===== src/rtl/dice_display_driver.sv =====
// Dice result receiver: converts a 5-bit roll to BCD by sequential double-dabble
// and drives a time-multiplexed two-digit 7-segment display.
module dice_display_driver #(
   parameter int REFRESH_DIV = 1000
) (
   input  logic       clk,
   input  logic       rst,
   input  logic       value_valid,
   input  logic [4:0] value,
   input  logic       twty_mode,
   output logic       ready,
   output logic       err,
   output logic [6:0] seg,
   output logic [1:0] digit_sel
);

   localparam int CW = (REFRESH_DIV > 1) ? $clog2(REFRESH_DIV) : 1;
   localparam logic [CW-1:0] REFRESH_LAST = CW'(REFRESH_DIV - 1);

   // Digit registers hold a 4-bit code; 0..9 are numerals, two extra codes for dash/blank.
   localparam logic [3:0] CODE_DASH  = 4'hA;
   localparam logic [3:0] CODE_BLANK = 4'hF;

   typedef enum logic [1:0] {IDLE, CONVERT, COMMIT} state_t;

   state_t     state_reg, state_next;
   logic [2:0] iter_reg, iter_next;
   logic [4:0] bin_reg, bin_next;
   logic [7:0] bcd_reg, bcd_next;
   logic [4:0] value_reg, value_next;
   logic       mode_reg, mode_next;
   logic [3:0] ones_reg, ones_next;
   logic [3:0] tens_reg, tens_next;
   logic       err_reg, err_next;
   logic [CW-1:0] refresh_reg;
   logic [1:0]    digit_sel_reg;

   logic [7:0] bcd_adj;
   logic       in_range;
   logic [3:0] disp_code;

   genvar gi;
   generate
      for (gi = 0; gi < 2; gi++) begin : g_adj
         assign bcd_adj[gi*4 +: 4] = (bcd_reg[gi*4 +: 4] >= 4'd5) ?
                                     bcd_reg[gi*4 +: 4] + 4'd3 : bcd_reg[gi*4 +: 4];
      end
   endgenerate

   assign in_range = (value_reg != 5'd0) &&
                     (mode_reg ? (value_reg <= 5'd20) : (value_reg <= 5'd6));

   always_comb begin
      state_next = state_reg;
      iter_next  = iter_reg;
      bin_next   = bin_reg;
      bcd_next   = bcd_reg;
      value_next = value_reg;
      mode_next  = mode_reg;
      ones_next  = ones_reg;
      tens_next  = tens_reg;
      err_next   = err_reg;
      ready      = 1'b0;
      case (state_reg)
         IDLE: begin
            ready = 1'b1;
            if (value_valid) begin
               value_next = value;
               mode_next  = twty_mode;
               bin_next   = value;
               bcd_next   = 8'd0;
               iter_next  = 3'd0;
               state_next = CONVERT;
            end
         end
         CONVERT: begin
            {bcd_next, bin_next} = {bcd_adj, bin_reg} << 1;
            iter_next = iter_reg + 3'd1;
            if (iter_reg == 3'd4) state_next = COMMIT;
         end
         COMMIT: begin
            if (in_range) begin
               err_next  = 1'b0;
               ones_next = bcd_reg[3:0];
               tens_next = (bcd_reg[7:4] == 4'd0 || !mode_reg) ? CODE_BLANK : bcd_reg[7:4];
            end else begin
               err_next  = 1'b1;
               ones_next = CODE_DASH;
               tens_next = CODE_DASH;
            end
            state_next = IDLE;
         end
         default: state_next = IDLE;
      endcase
   end

   always_ff @(posedge clk) begin
      if (rst) begin
         state_reg <= IDLE;
         iter_reg  <= 3'd0;
         bin_reg   <= 5'd0;
         bcd_reg   <= 8'd0;
         value_reg <= 5'd0;
         mode_reg  <= 1'b0;
         ones_reg  <= CODE_BLANK;
         tens_reg  <= CODE_BLANK;
         err_reg   <= 1'b0;
      end else begin
         state_reg <= state_next;
         iter_reg  <= iter_next;
         bin_reg   <= bin_next;
         bcd_reg   <= bcd_next;
         value_reg <= value_next;
         mode_reg  <= mode_next;
         ones_reg  <= ones_next;
         tens_reg  <= tens_next;
         err_reg   <= err_next;
      end
   end

   // Refresh counter is independent of the FSM so the display never stalls.
   always_ff @(posedge clk) begin
      if (rst) begin
         refresh_reg   <= '0;
         digit_sel_reg <= 2'b01;
      end else if (refresh_reg == REFRESH_LAST) begin
         refresh_reg   <= '0;
         digit_sel_reg <= {digit_sel_reg[0], digit_sel_reg[1]};
      end else begin
         refresh_reg <= refresh_reg + 1'b1;
      end
   end

   assign disp_code = digit_sel_reg[1] ? tens_reg : ones_reg;

   always_comb begin
      seg = 7'h00;
      case (disp_code)
         4'd0:      seg = 7'h3F;
         4'd1:      seg = 7'h06;
         4'd2:      seg = 7'h5B;
         4'd3:      seg = 7'h4F;
         4'd4:      seg = 7'h66;
         4'd5:      seg = 7'h6D;
         4'd6:      seg = 7'h7D;
         4'd7:      seg = 7'h07;
         4'd8:      seg = 7'h7F;
         4'd9:      seg = 7'h6F;
         CODE_DASH: seg = 7'h40;
         default:   seg = 7'h00;
      endcase
   end

   assign err       = err_reg;
   assign digit_sel = digit_sel_reg;

endmodule


===== config.mk =====
export PLATFORM = sky130hd
export DESIGN_NAME = dice_display_driver
export DESIGN_NICKNAME = d
export VERILOG_FILES = /design/src/rtl/dice_display_driver.sv
export SDC_FILE = /design/constraint.sdc
export NUM_CORES = 1
export LEC_CHECK = 0
export ABC_CLOCK_PERIOD_IN_PS = 4350
export CAP_MARGIN = 20
export CORE_ASPECT_RATIO = 1.4
export CORE_MARGIN = 4
export CORE_UTILIZATION = 57
export CTS_BUF_LIST = sky130_fd_sc_hd__clkbuf_8
export CTS_CLUSTER_DIAMETER = 200
export DETAILED_ROUTE_END_ITERATION = 10
export GPL_TIMING_DRIVEN = 0
export PLACE_DENSITY = 0.79
export SLEW_MARGIN = 25
export SYNTH_ARGS = -nofsm -noshare
export SYNTH_HDL_FRONTEND = slang
export SYNTH_SLANG_ARGS = --single-unit

===== constraint.sdc =====
create_clock -name clk -period 4.35 [get_ports clk]
set_clock_uncertainty 0.1 [all_clocks]
set_input_delay 0.87 -clock clk [delete_from_list [all_inputs] [get_ports clk]]
set_output_delay 0.87 -clock clk [all_outputs]
set_load 0.02 [all_outputs]

=== Word level (Yosys, flattened, before mapping) ===
Memories as Yosys holds them, arrays and structs flattened.
Cells that the tools add are included.

* RAM bits: 0
* Bits in read-only memories: 112
* Memories: 1
* Word-level logic and storage cells: 55
* Bits in latches: 0
* Output and inout bits: 11
* Register bits after elaboration: 45

{| class="wikitable"
|+ Memory list
! name !! words !! width !! read ports !! clocked after Yosys merged registers in !! wr ports !! line !! text
|-
| (name not given) || 16 || 7 || 1 || 0 || 0 || 138 || <nowiki>case (disp_code)</nowiki>
|}

* Eq/ne operators: 6
* Bitwise gates (word level): 0
* Reductions and logical operators: 11
* Magnitude comparators: 4
* Shift-type cells: 0
* Divide/modulo/power cells: 0
* Mux-type cells: 18
* $mul: 0
* $add $sub $neg: 4

{| class="wikitable"
|+ Operator list
! operator !! count
|-
| $mux W4 || 5
|-
| $pmux W8 S2 || 1
|-
| $add A10 B1 Y10 const B || 1
|-
| $eq A10 B10 Y1 const B || 1
|-
| $pmux W5 S2 || 1
|-
| $ge A4 B3 Y1 const B || 2
|-
| $mux W8 || 1
|-
| $mux W3 || 2
|-
| $pmux W3 S2 || 1
|-
| $reduce_and A2 Y1 || 3
|-
| $le A5 B3 Y1 const B || 1
|-
| $le A5 B5 Y1 const B || 1
|-
| $mux W5 || 1
|-
| $reduce_bool A5 Y1 || 1
|-
| $add A4 B2 Y4 const B || 1
|-
| $logic_not A4 Y1 || 1
|-
| $mux W2 || 2
|-
| $ne A2 B2 Y1 const B || 2
|-
| $pmux W2 S2 || 1
|-
| $add A3 B1 Y3 const B || 1
|-
| $add A3 B2 Y3 const B || 1
|-
| $eq A3 B3 Y1 const B || 1
|-
| $mux W1 || 3
|-
| $eq A2 B1 Y1 const B || 1
|-
| other kinds (7) || 7
|}

=== Logic depth before layout (Yosys ltp) ===
Gate-level depths: netlist of the first run.

* Depth in word-level cells: 4
* Gate-level depth with buffers: 7
* Mapped depth without buffers: 6

=== Worst setup path after synthesis of the first run ===
Ideal clock, no wire load.

* Path type: flip-flop to output port
* From: reg digit_sel_reg[1] (netlist: digit_sel[1])
* To: out seg[6]
* Buffers on the path: 1
* Stages on the path, launching flop included: 6
* Data arrival time: 1,902 ps
* Path slack: 1,478 ps
* Cells stage by stage: dfxtp_1 -> buf_2 -> mux2i_1 -> inv_1 -> ha_1 -> o21ai_0

* Longest elaborated chain between the ends: 2

{| class="wikitable"
|+ RTL lines
! element !! line !! text
|-
| from (decl) || 36 || <nowiki>logic [1:0] digit_sel_reg;</nowiki>
|-
| from (signal assigned) || 128 || <nowiki>digit_sel_reg <= {digit_sel_reg[0], digit_sel_reg[1]};</nowiki>
|-
| $mux W4 || 134 || <nowiki>assign disp_code = digit_sel_reg[1] ? tens_reg : ones_reg;</nowiki>
|-
| $mem_v2 Z16 W7 || n/a ||
|-
| to (decl) || 13 || <nowiki>output logic [6:0] seg,</nowiki>
|}

Every way passes these cells.

=== Worst setup path after layout of the first run ===
* From: reg digit_sel_reg[1] (netlist: digit_sel[1])
* To: out seg[3]

Same word-level chain as after synthesis.

==> results of run 1 <==
==> power groups by stage <==
stage          Clock [W]  Sequential [W]  Combinational [W]
6_report        0.000320        0.000434          0.0000694
3_5_place_dp           0        0.000443          0.0000702
5_1_grt         0.000345        0.000436          0.0000781
3_3_place_gp           0        0.000443          0.0000691
2_1_floorplan          0        0.000441          0.0000478
4_1_cts         0.000325        0.000434          0.0000702
==> final cells by class <==
type / count / area [µm²]
Buffer: 14 / 58.8
Clock buffer: 6 / 82.6
Clock inverter: 2 / 33.8
Fill cell: 314 / 1140
Inverter: 13 / 48.8
Multi-Input combinational cell: 192 / 1210
Sequential cell: 45 / 901
Tap cell: 42 / 52.6
Timing Repair Buffer: 18 / 180
==> stage by stage <==
step           hold slack, ns  instance area (µm²)  power (W)  worst slack (ns)   util
4_1_cts                 0.357                 2570   0.000828             0.766  0.693
3_3_place_gp            0.338                 2450   0.000512              1.16  0.661
2_1_floorplan           0.326                 2220   0.000489              1.48      -
5_1_grt                 0.380                 2570   0.000860             0.653  0.693
6_report                0.357                 2570   0.000823             0.795  0.693
3_5_place_dp            0.345                 2450   0.000514              1.09  0.661
==> synth_stat cells (all sizes together), types with 3 or more instances <==
cell | n | area [µm²]
nand4b | 3 | 26.3
dfxtp | 45 | 901
nand3 | 8 | 45.0
xnor2 | 6 | 52.6
a31oi | 7 | 43.8
nor2b | 4 | 25.0
nor2 | 17 | 63.8
buf | 5 | 25.0
nand2b | 6 | 37.5
nor3 | 11 | 55.1
inv | 13 | 48.8
a21oi | 25 | 125
nor3b | 3 | 27.5
or3 | 3 | 18.8
clkbuf | 9 | 33.8
mux2i | 5 | 62.6
xor2 | 4 | 35.0
nand2 | 33 | 124
ha | 13 | 163
o21ai | 21 | 105
==> worst max path at each step <==
stage | startpoint | to | slack (ns)
2_1_floorplan | digit_sel[1] | seg[6] | 1.48
3_3_place_gp | digit_sel[1] | seg[3] | 1.16
3_5_place_dp | digit_sel[1] | seg[3] | 1.09
4_1_cts | digit_sel[1] | seg[3] | 0.77
5_1_grt | digit_sel[1] | seg[6] | 0.65
6_report | digit_sel[1] | seg[3] | 0.80
==> layer usage <==
| metal | up-vias | part of all wire | global-route usage | wire [µm] |
|---|---|---|---|---|
| li1 | 969 | - | - | - |
| met1 | 907 | 0.41 | 0.215 | 1850 |
| met2 | 34 | 0.54 | 0.381 | 2440 |
| met3 | 7 | 0.030 | 0.0377 | 133 |
| met4 | 0 | 0.014 | 0.0759 | 63 |
| met5 | - | 0 | 0 | 0 |
==> placed cells by master, fill, tap and decap left out, drive strengths merged, types with 3 or more instances in the layout <==
cell and count:
dfxtp 45, nand2 33, a21oi 25, o21ai 21, clkdlybuf4s50 18, nor2 17
clkbuf 15, inv 14, ha 13, nor3 11, nand3 8, a31oi 7
nand2b 6, xnor2 6, buf 5, mux2i 5, nor2b 4, xor2 4
nand4b 3, or3 3, nor3b 3
==> cell families after synthesis <==
group	synth area share
fa+ha+maj	0.0784
buf+inv	0.0485
simple gates	0.221
compound gates	0.169
mux	0.0383
flops	0.406
xor+xnor	0.0395
==> worst register-to-register path, delay by kind of cell, from the launching register on <==
kind | cells | cell delay, ns
adder cells (fa/ha/maj) | 1 | 0.22
AND/OR/NAND/NOR | 3 | 0.61
flip-flops | 1 | 0.37
AO/OA/AOI/OAI | 1 | 0.27
==> insert_results.sql, run 1 <==
INSERT INTO impl_metrics (metric_group, metric, value, unit) VALUES
('sta', 'fmax', '281', 'MHz'),
('yosys', 'ys.warnings.count', '0', ''),
('yosys', 'synth_edf_count', '0', ''),
('sta', 'setup_total_negative_slack', '0', 'ns'),
('floorplan', 'design.die.area', '4970', 'µm²'),
('power_and_ir_drop', 'clock_power_share', '0.389', ''),
('power_and_ir_drop', 'part_of_the_total_power_dissipated_in_sequential_elements', '0.527', ''),
('global_route', 'global_route_overflow', '0', ''),
('routing', 'wirelength', '4.48', 'mm'),
('routing', 'route.detailed.wl_per_inst', '13.5', 'µm'),
('routing', 'drt_drc_violations_left', '0', ''),
('floorplan', 'num_rows', '26', ''),
('global_route', 'grt_max_degree', '14', ''),
('floorplan', 'height_of_the_die', '81.8', 'µm'),
('setup_path', 'cp-start-kind', 'flop', ''),
('placed_design', 'place.port_buffers', '18', ''),
('floorplan', 'top_level_ports', '20', ''),
('power_and_ir_drop', 'power_switching', '0.000188', 'W'),
('setup_path', 'timing_worst_setup_path_type', 'flop to output pin', ''),
('sta', 'timing_worst_slew_pin_value', '0.556', 'ns'),
('clocking', 'htreeDepth', '2', ''),
('setup_path', 'worst-path-buf-inv', '3', ''),
('setup_path', 'worst_path_largest_cell_delay', '0.62', 'ns'),
('yosys', 'async_reset_ff_frac', '0', ''),
('sta', 'maxSlewViolCount', '0', ''),
('min_path', 'hold_start', 'bin_reg[4]', ''),
('placed_design', 'post-dp-hpwl', '3.40', 'mm'),
('yosys', 'postSynthNetCount', '286', ''),
('yosys', 'syn_avg_cell_area', '8.41', 'µm²'),
('yosys', 'syn_inst', '264', ''),
('power_and_ir_drop', 'cell_internal_pwr', '0.000635', 'W'),
('layout', 'ant_diodes', '0', ''),
('setup_path', 'arrival', '2.58', 'ns'),
('floorplan', 'coreArea', '3710', 'µm²'),
('yosys', 'synth.cell_area', '2220', 'µm²'),
('clocking', 'clockRootBuffer', 'clkbuf_8', ''),
('run', 'max_cap_viols', '0', ''),
('routing', 'remaining_antenna_violation_count', '0', ''),
('clocking', 'cts-buffers-inserted', '5', ''),
('sta', 'layout_min_cycle_time', '3.55', 'ns'),
('sta', 'setup_viol_count_final', '0', ''),
('yosys', 'netlist-cell-type-count', '44', ''),
('global_route', 'grt_first_pass_wirelength', '7.68', 'mm'),
('global_route', 'initial_antenna_violation_count', '0', ''),
('layout', 'instances_no_fill', '332', ''),
('setup_path', 'path_cells', 'buf_2, mux2i_1, inv_1, ha_1, nor2b_1, o21ai_1, o21ai_0, clkdlybuf4s50_1', ''),
('power_and_ir_drop', 'largest_voltage_drop_on_the_vdd_net', '299', 'µV'),
('setup_path', 'crit_cells', '8', ''),
('min_path', 'whs_path_depth', '2', ''),
('clocking', 'tritoncts', 'built', ''),
('setup_path', 'critical-path-top-delay-family', 'buffers and inverters', ''),
('min_path', 'hold-path-endpoint', 'bcd_reg[0]', ''),
('sta', 'fin_crit_sh', '0.817', ''),
('sta', 'max_slew_margin', '0.628', ''),
('clocking', 'cts-hold-fix-buffers', '0', ''),
('floorplan', 'starting_utilization_of_the_core_area', '0.599', ''),
('yosys', 'synth-seq-area-share', '0.406', ''),
('clocking', 'clk-insertion-delay-late', '0.29', 'ns'),
('routing', 'number_of_detailed_routing_iterations_run_before_antenna_repair', '4', ''),
('global_route', 'number_of_global_route_vias_before_repair', '1828', ''),
('layout', 'design.final.nets', '311', ''),
('setup_path', 'r2r_depth', '5', ''),
('clocking', 'number_of_buffers_inserted_to_repair_setup_after_cts', '0', ''),
('layout', 'layout-area-overhead-vs-synth', '15.7', '%'),
('setup_path', 'r2r_start', 'refresh_reg[0]', ''),
('setup_path', 'cp_data_required_time', '3.38', 'ns'),
('sta', 'rsz0062_at_grt', 'no', ''),
('outcome', 'run_status', 'complete, no violations', ''),
('layout', 'largest_register_ff_count', '10', ''),
('yosys', 'synth.ff_latch_count', '45', ''),
('layout', 'final_layout_size_suffix_gt1_frac', '0.0759', '');
Power figures use the tool's default switching activity.
==> run 2, diff against run 1 <==
- ABC_CLOCK_PERIOD_IN_PS: 4350 -> 3250
- CORE_UTILIZATION: 57 -> 53
- PLACE_DENSITY: 0.79 -> 0.77
- clock period: 4.35 -> 3.25 ns (I/O delays scaled with it)
==> insert_results.sql, run 2 (same netlist as run 1, synthesis figures left out) <==
INSERT INTO impl_metrics (metric_group, metric, value, unit) VALUES
('layout', 'largest_register_ff_count', '10', ''),
('sta', 'hold_slack', '0.364', 'ns'),
('sta', 'rsz0062_at_grt', 'no', ''),
('sta', 'setup_total_negative_slack', '0', 'ns'),
('run', 'max_cap_viols', '0', ''),
('outcome', 'run_status', 'complete, no violations', ''),
('clocking', 'cts-hold-fix-buffers', '0', ''),
('clocking', 'cts-buffers-inserted', '5', ''),
('clocking', 'clk_pin_slew', '0.08', 'ns'),
('sta', 'final_hold_fails', '0', ''),
('layout', 'design.final.nets', '311', ''),
('min_path', 'holdCritPathClass', 'flop to flop', ''),
('clocking', 'cts_max_path_buffers', '2', ''),
('floorplan', 'fp.dieW', '62.7', 'µm'),
('setup_path', 'reg2reg_slack', '1.59', 'ns'),
('clocking', 'tritoncts', 'built', ''),
('setup_path', 'r2r_depth', '6', ''),
('routing', 'routed-via-count', '1859', ''),
('setup_path', 'timing.critical_path.to_type', 'output pin', ''),
('setup_path', 'critical_path.reg2reg.endpoint', 'refresh_reg[6]', ''),
('clocking', 'htreeDepth', '2', ''),
('floorplan', 'design.die.area', '5300', 'µm²'),
('clocking', 'clockRootBuffer', 'clkbuf_8', ''),
('routing', 'remaining_antenna_violation_count', '0', ''),
('global_route', 'grt_first_pass_wirelength', '7.51', 'mm'),
('min_path', 'whs_path_depth', '2', ''),
('sta', 'max_slew_margin', '0.606', ''),
('layout', 'mostFrequentLayoutCells', 'dfxtp_1, nand2_1, a21oi_1', ''),
('routing', 'via_per_inst', '5.58', ''),
('floorplan', 'coreArea', '3990', 'µm²'),
('setup_path', 'timing.critical_path.to', 'seg[3]', ''),
('floorplan', 'starting_utilization_of_the_core_area', '0.557', ''),
('layout', 'layout-area-overhead-vs-synth', '17.0', '%'),
('power_and_ir_drop', 'power.leakage', '0.912', 'nW'),
('setup_path', 'worst_path_largest_cell_delay', '0.62', 'ns'),
('setup_path', 'path_cells', 'clkbuf_4, mux2i_4, inv_1, ha_1, nor2b_1, o21ai_1, o21ai_0, clkdlybuf4s50_1', ''),
('sta', 'fmax', '321', 'MHz'),
('floorplan', 'num_rows', '27', ''),
('floorplan', 'height_of_the_die', '84.6', 'µm'),
('setup_path', 'worst-path-buf-inv', '3', ''),
('setup_path', 'critical-path-top-delay-family', 'buffers and inverters', ''),
('global_route', 'global_route_overflow', '0', ''),
('floorplan', 'top_level_ports', '20', ''),
('sta', 'maxSlewViolCount', '0', ''),
('clocking', 'clock-sinks', '45', ''),
('setup_path', 'cp_data_required_time', '2.50', 'ns'),
('placed_design', 'preCtsSetupSlack', '0.241', 'ns'),
('placed_design', 'place.port_buffers', '18', ''),
('sta', 'setup_viol_count_final', '0', ''),
('routing', 'drt_drc_violations_left', '0', ''),
('setup_path', 'worstSetupStartpoint', 'digit_sel[1]', ''),
('clocking', 'clk-insertion-delay-late', '0.29', 'ns'),
('global_route', 'grt_max_degree', '14', ''),
('setup_path', 'arrival', '2.36', 'ns'),
('setup_path', 'critical_path.slowest_cell', 'clkdlybuf4s50_1', ''),
('sta', 'fin_crit_sh', '0.958', ''),
('global_route', 'initial_antenna_violation_count', '0', ''),
('layout', 'final_layout_size_suffix_gt1_frac', '0.0828', ''),
('clocking', 'number_of_buffers_inserted_to_repair_setup_after_cts', '0', ''),
('setup_path', 'crit_cells', '8', ''),
('sta', 'finalWorstSetupSlack', '0.137', 'ns'),
('sta', 'timing_worst_slew_pin_value', '0.589', 'ns'),
('layout', 'ant_diodes', '0', ''),
('global_route', 'global_route.usage.total', '0.176', ''),
('placed_design', 'post-dp-hpwl', '3.30', 'mm'),
('routing', 'route.detailed.wl_per_inst', '13.1', 'µm'),
('setup_path', 'critical_path_peak_fanout', '6', ''),
('routing', 'first_iter_violations', '30', ''),
('setup_path', 'cp-start-kind', 'flop', ''),
('setup_path', 'timing_worst_setup_path_type', 'flop to output pin', ''),
('placed_design', 'globalplace.congestion', '0.822', ''),
('power_and_ir_drop', 'power', '0.00110', 'W'),
('routing', 'wirelength', '4.37', 'mm'),
('power_and_ir_drop', 'power_density', '423', 'nW/µm²'),
('power_and_ir_drop', 'largest_voltage_drop_on_the_vdd_net', '436', 'µV'),
('layout', 'layout.cells.most_common', 'dfxtp_1', ''),
('routing', 'number_of_detailed_routing_iterations_run_before_antenna_repair', '4', ''),
('sta', 'layout_min_cycle_time', '3.11', 'ns'),
('global_route', 'number_of_global_route_vias_before_repair', '1713', ''),
('setup_path', 'r2r_start', 'refresh_reg[0]', '');
-- run 2: changes by cell type in the layout (fill, tap and decap cells not counted) --
cell,before,now
mux2i_4,1,3
clkbuf_4,0,1
buf_2,5,4
mux2i_1,4,2
-- run 2: layout make-up --
type / instances / area [µm²]
Fill cell: 337 / 1390
Multi-Input combinational cell: 192 / 1240
Sequential cell: 45 / 901
Timing Repair Buffer: 18 / 180
Clock buffer: 6 / 82.6
Buffer: 14 / 61.3
Tap cell: 43 / 53.8
Inverter: 13 / 48.8
Clock inverter: 2 / 33.8
-- run 2: worst min path at each step --
stage / start / end / slack, ns
floorplan: refresh_reg[0] / refresh_reg[0] / 0.33
global placement: bin_reg[4] / bcd_reg[0] / 0.34
detailed placement: refresh_reg[0] / refresh_reg[0] / 0.35
CTS: bin_reg[0] / bin_reg[0] / 0.37
global route: bin_reg[0] / bin_reg[0] / 0.39
finish: bin_reg[0] / bin_reg[0] / 0.36
-- run 2: worst register-to-register path, cell delays in order (launching register included) --
cell and delay [ns]:
dfxtp_1 0.37, ha_1 0.23, nand4b_1 0.17, nor3b_2 0.33
or2_0 0.14, buf_2 0.15, nor2_1 0.06
-- run 2: report_power, final --
part           internal, W  switching, W
clock network     0.000247      0.000177
logic            0.0000358     0.0000579
registers         0.000567     0.0000135
total             0.000850      0.000248
-- run 2: routing by layer --
layer	vias to the layer above	routed length [µm]	track usage
met5	-	0	0
met4	0	64	0.0663
met3	4	151	0.0361
met2	37	2350	0.342
met1	850	1810	0.182
li1	968	-	-
-- run 2: per-stage QoR --
stage	instances	area, µm²	util
floorplan	264	2220	-
global placement	325	2450	0.616
detailed placement	325	2450	0.616
CTS	333	2580	0.647
global route	333	2600	0.652
finish	333	2600	0.652
-- run 2: repair_timing --
| action | in CTS | in global routing |
|---|---|---|
| endpoints found under the hold margin | 0 | 0 |
| endpoints found under the setup margin | 6 | 5 |
| pin swaps | 0 | 0 |
| gates resized for setup | 2 | 3 |
